[src/rtl/card_init_ctrl_if.sv]
// Board-initialisation bus: start request, generator link, game-logic write
// request and the register-file write port. The controller connects through the slave modport.
interface card_init_ctrl_if #(
    parameter int DATA_W = 14,
    parameter int ADDR_W = 5,
    parameter int N_W    = 5
);
    logic              start;
    logic [N_W-1:0]    num_cards;
    logic              gen_enable;
    logic [DATA_W-1:0] gen_data;
    logic              gl_wr_req;
    logic [ADDR_W-1:0] gl_wr_addr;
    logic [DATA_W-1:0] gl_wr_data;
    logic              gl_wr_gnt;
    logic              rf_wr_en;
    logic [ADDR_W-1:0] rf_wr_addr;
    logic [DATA_W-1:0] rf_wr_data;
    logic              busy;
    logic              ready;
    logic              err;

    modport slave (
        input  start, num_cards, gen_data, gl_wr_req, gl_wr_addr, gl_wr_data,
        output gen_enable, gl_wr_gnt, rf_wr_en, rf_wr_addr, rf_wr_data, busy, ready, err
    );

    modport master (
        output start, num_cards, gen_data, gl_wr_req, gl_wr_addr, gl_wr_data,
        input  gen_enable, gl_wr_gnt, rf_wr_en, rf_wr_addr, rf_wr_data, busy, ready, err
    );
endinterface

[src/rtl/card_init_ctrl.sv]
// Board initialisation sequencer: runs the card generator, fills the card register file
// and arbitrates its write port. Optional build macro: CARD_CLEAR_UNUSED_EN.
module card_init_ctrl #(
    parameter int DATA_W    = 14,
    parameter int ADDR_W    = 5,
    parameter int N_W       = 5,
    parameter int MAX_CARDS = 12
) (
    input logic             clk,
    input logic             rst,
    card_init_ctrl_if.slave bus
);

    typedef enum logic [2:0] {
        IDLE,
        FILL,
        DRAIN,
`ifdef CARD_CLEAR_UNUSED_EN
        CLEAR,
`endif
        META,
        READY
    } state_t;

    state_t            state_q, state_d;
    logic [N_W-1:0]    n_q;
    logic [N_W-1:0]    cnt_q;
    logic [ADDR_W-1:0] widx_q;
    logic              vld_p1;
    logic              rf_en_p2;
    logic [ADDR_W-1:0] rf_addr_p2;
    logic [DATA_W-1:0] rf_data_p2;
    logic              err_q;

    logic accept, reject, gen_en, busy, ready, gnt, meta_wr, clr_wr;

    function automatic logic count_ok(input logic [N_W-1:0] n);
        return (n[0] == 1'b0) && (n >= N_W'(2)) && (n <= N_W'(MAX_CARDS));
    endfunction

    always_comb begin
        state_d = state_q;
        accept  = 1'b0;
        reject  = 1'b0;
        gen_en  = 1'b0;
        busy    = 1'b0;
        ready   = 1'b0;
        gnt     = 1'b0;
        meta_wr = 1'b0;
        clr_wr  = 1'b0;
        case (state_q)
            IDLE, READY: begin
                ready = (state_q == READY);
                gnt   = bus.gl_wr_req;
                if (bus.start) begin
                    if (count_ok(bus.num_cards)) begin
                        accept  = 1'b1;
                        state_d = FILL;
                    end else begin
                        reject  = 1'b1;
                        state_d = IDLE;
                    end
                end
            end
            FILL: begin
                gen_en = 1'b1;
                busy   = 1'b1;
                if (cnt_q == n_q - N_W'(1)) state_d = DRAIN;
            end
            DRAIN: begin
                busy = 1'b1;
`ifdef CARD_CLEAR_UNUSED_EN
                state_d = (n_q == N_W'(MAX_CARDS)) ? META : CLEAR;
`else
                state_d = META;
`endif
            end
`ifdef CARD_CLEAR_UNUSED_EN
            CLEAR: begin
                busy   = 1'b1;
                clr_wr = 1'b1;
                if (widx_q == ADDR_W'(MAX_CARDS - 1)) state_d = META;
            end
`endif
            META: begin
                busy    = 1'b1;
                meta_wr = 1'b1;
                state_d = READY;
            end
            default: state_d = IDLE;
        endcase
    end

    always_ff @(posedge clk) begin
        if (rst) state_q <= IDLE;
        else     state_q <= state_d;
    end

    // stage p1: enable delayed to line up with the generator's one-cycle latency
    always_ff @(posedge clk) begin
        if (rst) begin
            cnt_q  <= '0;
            vld_p1 <= 1'b0;
            err_q  <= 1'b0;
        end else begin
            err_q  <= reject;
            vld_p1 <= gen_en;
            if (accept)      cnt_q <= '0;
            else if (gen_en) cnt_q <= cnt_q + N_W'(1);
        end
    end

    // Write index counts card and clear writes; address is always index + 1.
    always_ff @(posedge clk) begin
        if (accept) begin
            n_q    <= bus.num_cards;
            widx_q <= '0;
        end else if (vld_p1 || clr_wr) begin
            widx_q <= widx_q + ADDR_W'(1);
        end
    end

    // stage p2: registered write port; card writes never overlap META/CLEAR or a grant
    always_ff @(posedge clk) begin
        if (rst) begin
            rf_en_p2   <= 1'b0;
            rf_addr_p2 <= '0;
            rf_data_p2 <= '0;
        end else if (vld_p1) begin
            rf_en_p2   <= 1'b1;
            rf_addr_p2 <= widx_q + ADDR_W'(1);
            rf_data_p2 <= bus.gen_data;
        end else if (clr_wr) begin
            rf_en_p2   <= 1'b1;
            rf_addr_p2 <= widx_q + ADDR_W'(1);
            rf_data_p2 <= '0;
        end else if (meta_wr) begin
            rf_en_p2   <= 1'b1;
            rf_addr_p2 <= '0;
            rf_data_p2 <= {{(DATA_W - N_W){1'b0}}, n_q};
        end else if (gnt) begin
            rf_en_p2   <= 1'b1;
            rf_addr_p2 <= bus.gl_wr_addr;
            rf_data_p2 <= bus.gl_wr_data;
        end else begin
            rf_en_p2   <= 1'b0;
        end
    end

    assign bus.gen_enable = gen_en;
    assign bus.gl_wr_gnt  = gnt;
    assign bus.rf_wr_en   = rf_en_p2;
    assign bus.rf_wr_addr = rf_addr_p2;
    assign bus.rf_wr_data = rf_data_p2;
    assign bus.busy       = busy;
    assign bus.ready      = ready;
    assign bus.err        = err_q;

endmodule

[src/flat_wrapper.sv]
// flat-port wrapper written by rule: the top's interface ports become plain ports
module card_init_ctrl_flat 
#(
    parameter int DATA_W    = 14,
    parameter int ADDR_W    = 5,
    parameter int N_W       = 5,
    parameter int MAX_CARDS = 12
)
  (clk, rst, bus_start, bus_num_cards, bus_gen_data, bus_gl_wr_req, bus_gl_wr_addr, bus_gl_wr_data, bus_gen_enable, bus_gl_wr_gnt, bus_rf_wr_en, bus_rf_wr_addr, bus_rf_wr_data, bus_busy, bus_ready, bus_err);
  card_init_ctrl_if #(.DATA_W(DATA_W), .ADDR_W(ADDR_W), .N_W(N_W)) bus_i ();
  input logic clk;
  input logic rst;
  input wire logic [$bits(bus_i.start)-1:0] bus_start;
  input wire logic [$bits(bus_i.num_cards)-1:0] bus_num_cards;
  input wire logic [$bits(bus_i.gen_data)-1:0] bus_gen_data;
  input wire logic [$bits(bus_i.gl_wr_req)-1:0] bus_gl_wr_req;
  input wire logic [$bits(bus_i.gl_wr_addr)-1:0] bus_gl_wr_addr;
  input wire logic [$bits(bus_i.gl_wr_data)-1:0] bus_gl_wr_data;
  output wire logic [$bits(bus_i.gen_enable)-1:0] bus_gen_enable;
  output wire logic [$bits(bus_i.gl_wr_gnt)-1:0] bus_gl_wr_gnt;
  output wire logic [$bits(bus_i.rf_wr_en)-1:0] bus_rf_wr_en;
  output wire logic [$bits(bus_i.rf_wr_addr)-1:0] bus_rf_wr_addr;
  output wire logic [$bits(bus_i.rf_wr_data)-1:0] bus_rf_wr_data;
  output wire logic [$bits(bus_i.busy)-1:0] bus_busy;
  output wire logic [$bits(bus_i.ready)-1:0] bus_ready;
  output wire logic [$bits(bus_i.err)-1:0] bus_err;
  assign bus_i.start = bus_start;
  assign bus_i.num_cards = bus_num_cards;
  assign bus_i.gen_data = bus_gen_data;
  assign bus_i.gl_wr_req = bus_gl_wr_req;
  assign bus_i.gl_wr_addr = bus_gl_wr_addr;
  assign bus_i.gl_wr_data = bus_gl_wr_data;
  assign bus_gen_enable = bus_i.gen_enable;
  assign bus_gl_wr_gnt = bus_i.gl_wr_gnt;
  assign bus_rf_wr_en = bus_i.rf_wr_en;
  assign bus_rf_wr_addr = bus_i.rf_wr_addr;
  assign bus_rf_wr_data = bus_i.rf_wr_data;
  assign bus_busy = bus_i.busy;
  assign bus_ready = bus_i.ready;
  assign bus_err = bus_i.err;
  card_init_ctrl #(.DATA_W(DATA_W), .ADDR_W(ADDR_W), .N_W(N_W), .MAX_CARDS(MAX_CARDS)) u_core (.clk(clk), .rst(rst), .bus(bus_i));
endmodule
[config.mk]
export PLATFORM = sky130hd
export DESIGN_NAME = card_init_ctrl_flat
export DESIGN_NICKNAME = d
export VERILOG_FILES = /design/src/rtl/card_init_ctrl_if.sv /design/src/rtl/card_init_ctrl.sv /design/src/flat_wrapper.sv
export SDC_FILE = /design/constraint.sdc
export NUM_CORES = 1
export LEC_CHECK = 0
export ABC_AREA = 1
export CORE_UTILIZATION = 45
export CTS_BUF_LIST = sky130_fd_sc_hd__clkbuf_16
export DETAILED_ROUTE_END_ITERATION = 7
export GPL_TIMING_DRIVEN = 0
export PLACE_DENSITY = 0.85
export SLEW_MARGIN = 15
export SYNTH_ARGS = -nofsm -noshare
export SYNTH_HDL_FRONTEND = slang
export SYNTH_SLANG_ARGS = --single-unit
[constraint.sdc]
create_clock -name clk -period 1.79 [get_ports clk]
set_input_delay 0.2685 -clock clk [delete_from_list [all_inputs] [get_ports clk]]
set_output_delay 0.2685 -clock clk [all_outputs]
set_load 0.1 [all_outputs]
== Yosys cells after proc, flatten, opt, wreduce, memory -nomap -nowiden ==
Cells that the tools add are included.
Word-level totals
  word-level logic and storage cells: 55
  bits in latches: 0
  ROM bits: 0
  flip-flop bits (word level): 40
  output and inout bits: 25
  bits of input ports: 42
  memories: 0
  memory bits (writable): 0
Operators by class
  equal/unequal tests: 7
  reductions and logical operators: 9
  magnitude comparators: 2
  multiplexer cells: 22
  add/sub/neg operators: 3
  shift operators: 0
  divide/modulo/power cells: 0
  bitwise operators: 3
  $mul: 0
Operators by type and width (count)
  14-bit 2-to-1 mux: 3
  5-bit 2-to-1 mux: 3
  1-bit 2-to-1 mux: 13
  3-bit one-hot mux with 4 select lines: 1
  5-bit by 1-bit adder with 5-bit output, second input constant: 2
  3-bit by 2-bit equality test with 1-bit output, second input constant: 2
  3-bit 2-to-1 mux: 2
  3-bit OR reduction: 2
  5-bit equality test: 1
  5-bit by 2-bit greater-or-equal comparator with 1-bit output, second input constant: 1
  5-bit by 4-bit less-or-equal comparator with 1-bit output, second input constant: 1
  5-bit by 1-bit subtractor with 5-bit output, second input constant: 1
  2-bit OR reduction: 2
  3-bit by 1-bit equality test with 1-bit output, second input constant: 1
  3-bit equality test, second input constant: 1
  3-bit zero test: 1
  1-bit NOT: 3
  3-bit nonzero test: 1
  1-bit logical AND: 2
  2-bit by 1-bit inequality test with 1-bit output, second input constant: 1
  2-bit inequality test, second input constant: 1
  2-bit AND reduction: 1

== Longest topological paths before layout ==
Gate-level depths: netlist (run 1).
  depth in word-level cells: 7
  gate-level depth with buffers: 11
  mapped depth without buffers: 11

== Worst setup path before layout (run 1) ==
Ideal clock, no wire load.
  path type: flip-flop to flip-flop
  start: register u_core.state_q[1]
  end: register u_core.state_q[1]
  path buffers: 0
  setup time: 0.064 ns
  stages on the path, launching flop included: 6
  slack: -0.445 ns
  clock period less this slack: 2.235 ns
  data arrival time: 2.172 ns
  data required time: 1.726 ns
  path through: dfxtp_1 nor2_2 nor2_1 o21a_1 nand3_1 nor2_1
On the way
  word-level cells in the longest chain between the ends: 4
  elaborated cells between the ends (all ways): 10
  those cells by class: 6 x eq/ne; 1 x mux; 3 x reduce/logical
RTL lines
  start, declared: RTL line card_init_ctrl.sv:25  | state_t state_q, state_d;
  start signal, assigned: RTL line card_init_ctrl.sv:96  | else state_q <= state_d;
  3-bit equality test or 3-bit zero test (tied branches): RTL line card_init_ctrl.sv:51  | case (state_q)
  2-bit OR reduction: RTL line card_init_ctrl.sv:51
  2-bit inequality test (no source line)
  2-bit AND reduction (no source line)
Parallel ways exist; a longest one is shown, timed or not.
A chain may end at the register's enable or synchronous reset.

== Final worst setup path (run 1) ==
  start: register u_core.rf_addr_p2[1], in the netlist u_core.bus.rf_wr_addr[1]
  end: output port bus_rf_wr_addr[1]
RTL lines
  start, declared: RTL line card_init_ctrl.sv:31  | logic [ADDR_W-1:0] rf_addr_p2;
  start signal, assigned: RTL line card_init_ctrl.sv:131  | rf_addr_p2 <= widx_q + ADDR_W'(1);
  start signal, assigned: RTL line card_init_ctrl.sv:135  | rf_addr_p2 <= widx_q + ADDR_W'(1);
  start signal, assigned: RTL line card_init_ctrl.sv:143  | rf_addr_p2 <= bus.gl_wr_addr;
  end, declared: RTL line flat_wrapper.sv:22  | output wire logic [$bits(bus_i.rf_wr_addr)-1:0] bus_rf_wr_addr;
No word-level cell between the ends.

==> results of run 1 <==
[logic make-up after synthesis]
| logic type | Yosys count | synth area share |
|---|---|---|
| AOI/OAI and AO/OA | 70 | 0.216 |
| xor gates and xnor gates | 4 | 0.0180 |
| adders and majority gates | 3 | 0.0193 |
| buffers and inverters | 34 | 0.0771 |
| DFF | 40 | 0.437 |
| muxes | 1 | 0.00514 |
| and+or+nand+nor | 95 | 0.227 |
[path summary, 6_finish.rpt]
kind                            slack (ns)  cells past startpoint                end
worst min register to register        0.47                      2   u_core.widx_q[3]
worst max-delay path                  0.02                      1  bus_rf_wr_addr[1]
worst max register to register        0.28                     11  u_core.state_q[1]
worst min-delay path                  0.47                      2   u_core.widx_q[3]
[where the power goes]
| part | internal (µW) | switching, µW |
|---|---|---|
| sequential | 991 | 56.0 |
| clock | 512 | 350 |
| combinational | 239 | 635 |
[layout make-up]
type | count | area share
inverter | 26 | 0.0367
buffer | 8 | 0.0170
sequential | 40 | 0.306
clock buffer | 5 | 0.0448
clock inverter | 3 | 0.00582
tap | 50 | 0.0224
timing repair buffer | 66 | 0.227
multi-input combinational | 173 | 0.341
[registers in the layout (all words and copies together) (netlist names), 3 cells and up]
| signal | flops |
|---|---|
| u_core.bus.rf_wr_addr | 5 |
| u_core.n_q | 5 |
| u_core.cnt_q | 5 |
| u_core.widx_q | 5 |
| u_core.state_q | 3 |
| u_core.bus.rf_wr_data | 14 |
[synthesized netlist by cell type]
cell type  instances  area share
a21o_1             1      0.0039
a21oi_1           15       0.039
a21oi_2            7       0.031
a31oi_1            3      0.0096
buf_1              1      0.0019
buf_2              2      0.0051
buf_4              1      0.0039
buf_8              1      0.0077
clkbuf_1           3      0.0058
dfxtp_1           35        0.36
edfxtp_1           5       0.077
ha_1               3       0.019
inv_1             20       0.039
inv_2              5      0.0096
inv_6              1      0.0045
mux2i_1            1      0.0051
nand2_1           50       0.096
nand2_2            4       0.013
nand3_1           17       0.044
nand3_2            1      0.0051
nand4_1            2      0.0064
nor2_1            12       0.023
nor2_2             3      0.0096
nor2_8             1       0.010
nor3_1             2      0.0051
nor3_4             1      0.0084
nor4_1             1      0.0032
o211ai_1           4       0.015
o21a_1             1      0.0039
o21ai_0           24       0.062
o21ai_1            8       0.021
o21ai_2            7       0.031
or2_2              1      0.0032
xnor2_1            1      0.0045
xor2_1             3       0.013
[through the flow]
step / total power [µW] / area, µm² / setup slack (ns) / setup TNS, ns
after floorplan: 1710 / 1960 / -0.0517 / -0.0839
after global placement: 1960 / 2680 / -0.558 / -1.87
after detailed placement: 1970 / 2680 / -0.558 / -2.13
after CTS: 2790 / 2790 / 0.00594 / 0
after global routing: 2890 / 2790 / 0.00108 / 0
final: 2780 / 2790 / 0.0173 / 0
[layout by cell type, fill, tap and decap left out, types with 4 or more instances in the layout]
cell / netlist / final
clkbuf_16: 0 / 5
o211ai_1: 4 / 4
edfxtp_1: 5 / 5
o21ai_0: 24 / 24
dlygate4sd2_1: 0 / 13
clkdlybuf4s50_1: 0 / 41
a21oi_1: 15 / 15
nand2_2: 4 / 4
nor2_1: 12 / 10
a21oi_2: 7 / 7
nand2_1: 50 / 50
o21ai_1: 8 / 8
nor2_2: 3 / 5
dfxtp_1: 35 / 32
o21ai_2: 7 / 7
inv_2: 5 / 6
nand3_1: 17 / 17
inv_1: 20 / 19
clkdlybuf4s15_1: 0 / 7
[metal layers]
metal  wire length, µm  GRT usage  share of wire  vias up
met5                 0          0              0        -
met4                93     0.0964          0.019        0
met3               226     0.0557          0.046       11
met2              2360      0.363           0.48       46
met1              2250      0.289           0.46      860
li1                  -          -              -      977
[repair_timing]
item | CTS | global route
gates cloned | 0 | 0
endpoints found under the setup margin | 25 | 9
pin swaps | 0 | 0
gates resized for setup | 43 | 9
==> metrics, run 1 <==
dpl hpwl ~3600 µm; Die W 67.8 µm; placed insts 363; Max Slew Vio Count 0; Clock Latency Late Sink 0.28 ns; fill count 343; fin crit period around 1.8 ns; residual DRC count 0; H-tree levels 2; Top delay family on crit path buffers and inverters; post-route ant nets 0; Inserted Clock Buffers 5; Buffers & Inverters on Critical Path 1; Synth-to-Final Area Change 43.4%; largest net degree at the start of global routing 14; endpoints failing setup 0; CP arrival 1.50 ns; Hold Violations, Final 0; leakage 0.00116 µW; TritonCTS clock tree done; Rows 23; CP max FO 2; fmax 564 MHz; I/O pin count 67; clk root buf clkbuf_16; Setup Fix Bufs, Post-CTS 0; routed via count 1894; R2R Path Start u_core.n_q[0]; pin slew with the least headroom to its limit 0.992 ns; Synth Net Count 292; gpl congestion 0.834; HP Class reg -> reg; Startpoint Class flip-flop; Clock Sinks 40; status finished, final reports clean; Slowest Stage Delay on Critical Path 0.86 ns; Synth Register Bits 40; hold_ws 0.470 ns; Tcrit/Tclk final 0.990; WS Path Type reg -> out; First DRT Iteration DRCs 127; antenna cell count 0; # hold bufs at CTS 0; Slew headroom 0.341; CP max stage cell clkdlybuf4s15_1; number of max-cap violations 0; core area 0.00409 mm²; Multi-input gate area 952 µm²; Mapped Cells about 250; crit path from u_core.bus.rf_wr_addr[1]; Die Y around 68 µm; CTS Buffer Depth 2; initial antenna violation count 0; # port buffers between 60 and 70; synth unique cells 35; GR Util All Layers 0.227; mapped cell area 0.00195 mm²; routed vias/inst 5.11; clock skew 0.00321 ns; power per cell area 996 mW/mm²; fraction of layout cells with a size suffix above 1 0.165; Seq/Total Area, Yosys 0.437; Core Util, Final 0.684; Worst-path clk slew 0.06 ns; YS warnings 0; Finished Layout Cells 371; Initial Utilization 0.477; CP Data Required Time between 1.5 and 2 ns; cell-by-cell trace of the critical path clkdlybuf4s15_1; Nets 365; DRT Wirelength 4920 µm; Crit. End Element primary output; storage element area 855 µm²; total congestion overflow 0; hold_sp u_core.widx_q[3]; First-pass DRT Iterations 4; number of global-route vias before repair ~1.6k; first-pass GRT wire length 7570 µm; die area 0.00460 mm²; RSZ-0062 raised after global routing false; Peak VDD IR 684 µV; WL per Instance 13.3 µm; Syn Area/Cell between 7 and 8 µm²
(Power assumes the default switching activity.)
==> run 2: changes to the inputs <==
SLEW_MARGIN = 20   (was 15)
==> results of run 2 <==
Final layout, timing and power as in run 1 (identical DEF).
==> run 3: changes to the inputs <==
GPL_ROUTABILITY_DRIVEN = 0   (was unset)
SKIP_LAST_GASP = 1   (was unset)
==> run 3 against run 2 <==
Fmax about the same. Clock power about the same. Sequential share of layout area unchanged. Clock-buffer cell count unchanged. Critical path depth unchanged. Critical path type unchanged. Hold slack unchanged.
==> metrics, run 3 (synthesis results as in run 1) <==
status finished, final reports clean; Hold EP u_core.widx_q[3]; pin slew with the least headroom to its limit slightly below 1 ns; Top delay family on crit path buffers and inverters; number of global-route vias before repair 1626; HP Class reg -> reg; most frequent cells in the layout 50 x nand2_1, 41 x clkdlybuf4s50_1, 32 x dfxtp_1; Peak VDD IR 684 µV; Worst-path clk slew 0.06 ns; Startpoint Class flip-flop; Tcrit/Tclk final 0.990; Slew headroom 0.341; First-pass DRT Iterations 4; Setup WS pre-CTS -0.558 ns; Die W just under 70 µm; TritonCTS clock tree done; RSZ-0062 raised after global routing false; initial antenna violation count 0; Max Slew Vio Count 0; first-pass GRT wire length 7580 µm; core area between 0.004 and 0.005 mm²; Clock power frac 0.310; hold path depth 2; GR peak layer met2; CP Data Required Time roughly 1.5 ns; most common cell after layout, fill and taps aside nand2_1; power per cell area 996 mW/mm²; fraction of layout cells with a size suffix above 1 0.165; # hold bufs at CTS 0; Hold Violations, Final 0; Slowest Stage Delay on Critical Path 0.86 ns; clk root buf clkbuf_16; routed via count 1897; residual DRC count 0; Clock Latency Late Sink 0.28 ns; Inserted Clock Buffers 5; net switching fraction of the power 0.374; fmax 564 MHz; Die Y 67.8 µm; Reg2Reg Depth 11; RR Endpoint u_core.state_q[1]; Buffers & Inverters on Critical Path 1; Rows 23; grt met2 use 0.363; clock skew 0.00321 ns; R2R Setup Slk 0.28 ns; leakage between 0.001 and 0.0015 µW; hold_ws about 0.47 ns; largest net degree at the start of global routing 14; total congestion overflow 0; H-tree levels 2; hold_sp u_core.widx_q[3]; R2R Path Start u_core.n_q[0]; endpoints failing setup 0; Clock Sinks 40; routed vias/inst around 5.1; fin crit period about 1.8 ns; grt met1 use 0.289; Crit. End Element primary output; die area about 0.0046 mm²; internal power 1740 µW; Sw Pwr 1040 µW; First DRT Iteration DRCs 127; cell-by-cell trace of the critical path clkdlybuf4s15_1; # port buffers 66; GR Util met3 0.0574; max reg flops 14; CP arrival 1.50 ns; PnR worst setup slack 0.0173 ns; post-route ant nets 0; Seq pwr share 0.376; number of max-cap violations 0; GR Util All Layers 0.227; fill count 343; WS Path Type reg -> out; antenna cell count 0; combinational share of power 0.314; Initial Utilization 0.477; Nets 365; CTS Buffer Depth 2; CP max stage cell clkdlybuf4s15_1; CP max FO 2; dpl hpwl 3620 µm; I/O pin count 67; WL per Instance around 13 µm; DRT Wirelength 4920 µm; Synth-to-Final Area Change 43.4%; Tot Pwr roughly 2800 µW
-- run 3: cell types whose count changed in the layout (fill, tap and decap cells not counted) --
cell,delta
buf_4,-1
clkbuf_4,+1
-- run 3: routing by layer --
metal	vias to the layer above	routed length [µm]
li1	977	-
met1	863	2240
met2	46	2360
met3	11	224
met4	0	93
met5	-	0
-- run 3: how the worst max path moves through the flow --
| stage | from | endpoint | slack, ns | cells after the start |
|---|---|---|---|---|
| detailed placement | bus_gl_wr_req | bus_gl_wr_gnt | -0.56 | 4 |
| finish | u_core.bus.rf_wr_addr[1] | bus_rf_wr_addr[1] | 0.02 | 1 |
| global placement | bus_gl_wr_req | bus_gl_wr_gnt | -0.56 | 4 |
| floorplan | u_core.state_q[2] | u_core.cnt_q[4] | -0.05 | 6 |
| CTS | u_core.state_q[0] | bus_gl_wr_gnt | -0.14 | 4 |
| global route | u_core.bus.rf_wr_data[3] | bus_rf_wr_data[3] | 0.001 | 1 |
-- run 3: tightest hold or removal path, stage by stage, from the launching register on --
cell	delay [ns]
dfxtp_1	0.31
nand2_1	0.06
a21oi_1	0.06
-- run 3: per-stage QoR --
step,area [µm²],cells,TNS (ns),util
after CTS,2790,371,-0.137,0.683
after detailed placement,2680,363,-2.13,0.656
after global placement,2680,363,-1.87,0.656
after floorplan,1960,247,-0.0839,-
final,2790,371,0,0.684
after global routing,2790,371,0,0.684
-- run 3: power by group through the flow --
stage / clock (µW) / combinational [µW] / sequential (µW)
floorplan: 0 / 278 / 1430
global placement: 0 / 898 / 1060
global route: 914 / 921 / 1060
detailed placement: 0 / 907 / 1070
CTS: 871 / 875 / 1050
finish: 862 / 874 / 1050
-- run 3: layout make-up --
| class | count | area [µm²] | share of cell area |
|---|---|---|---|
| Timing Repair Buffer | 66 | 633 | 0.227 |
| Clock buffer | 5 | 125 | 0.0448 |
| Clock inverter | 3 | 16.3 | 0.00582 |
| Inverter | 26 | 103 | 0.0367 |
| Tap cell | 50 | 62.6 | 0.0224 |
| Multi-Input combinational cell | 173 | 952 | 0.341 |
| Sequential cell | 40 | 855 | 0.306 |
| Buffer | 8 | 47.5 | 0.0170 |
-- run 3: what timing repair did --
action | in CTS | in global routing
gates resized for setup | 40 | 12
gates cloned | 0 | 0
setup endpoints to repair | 25 | 10
setup buffers | 0 | 0
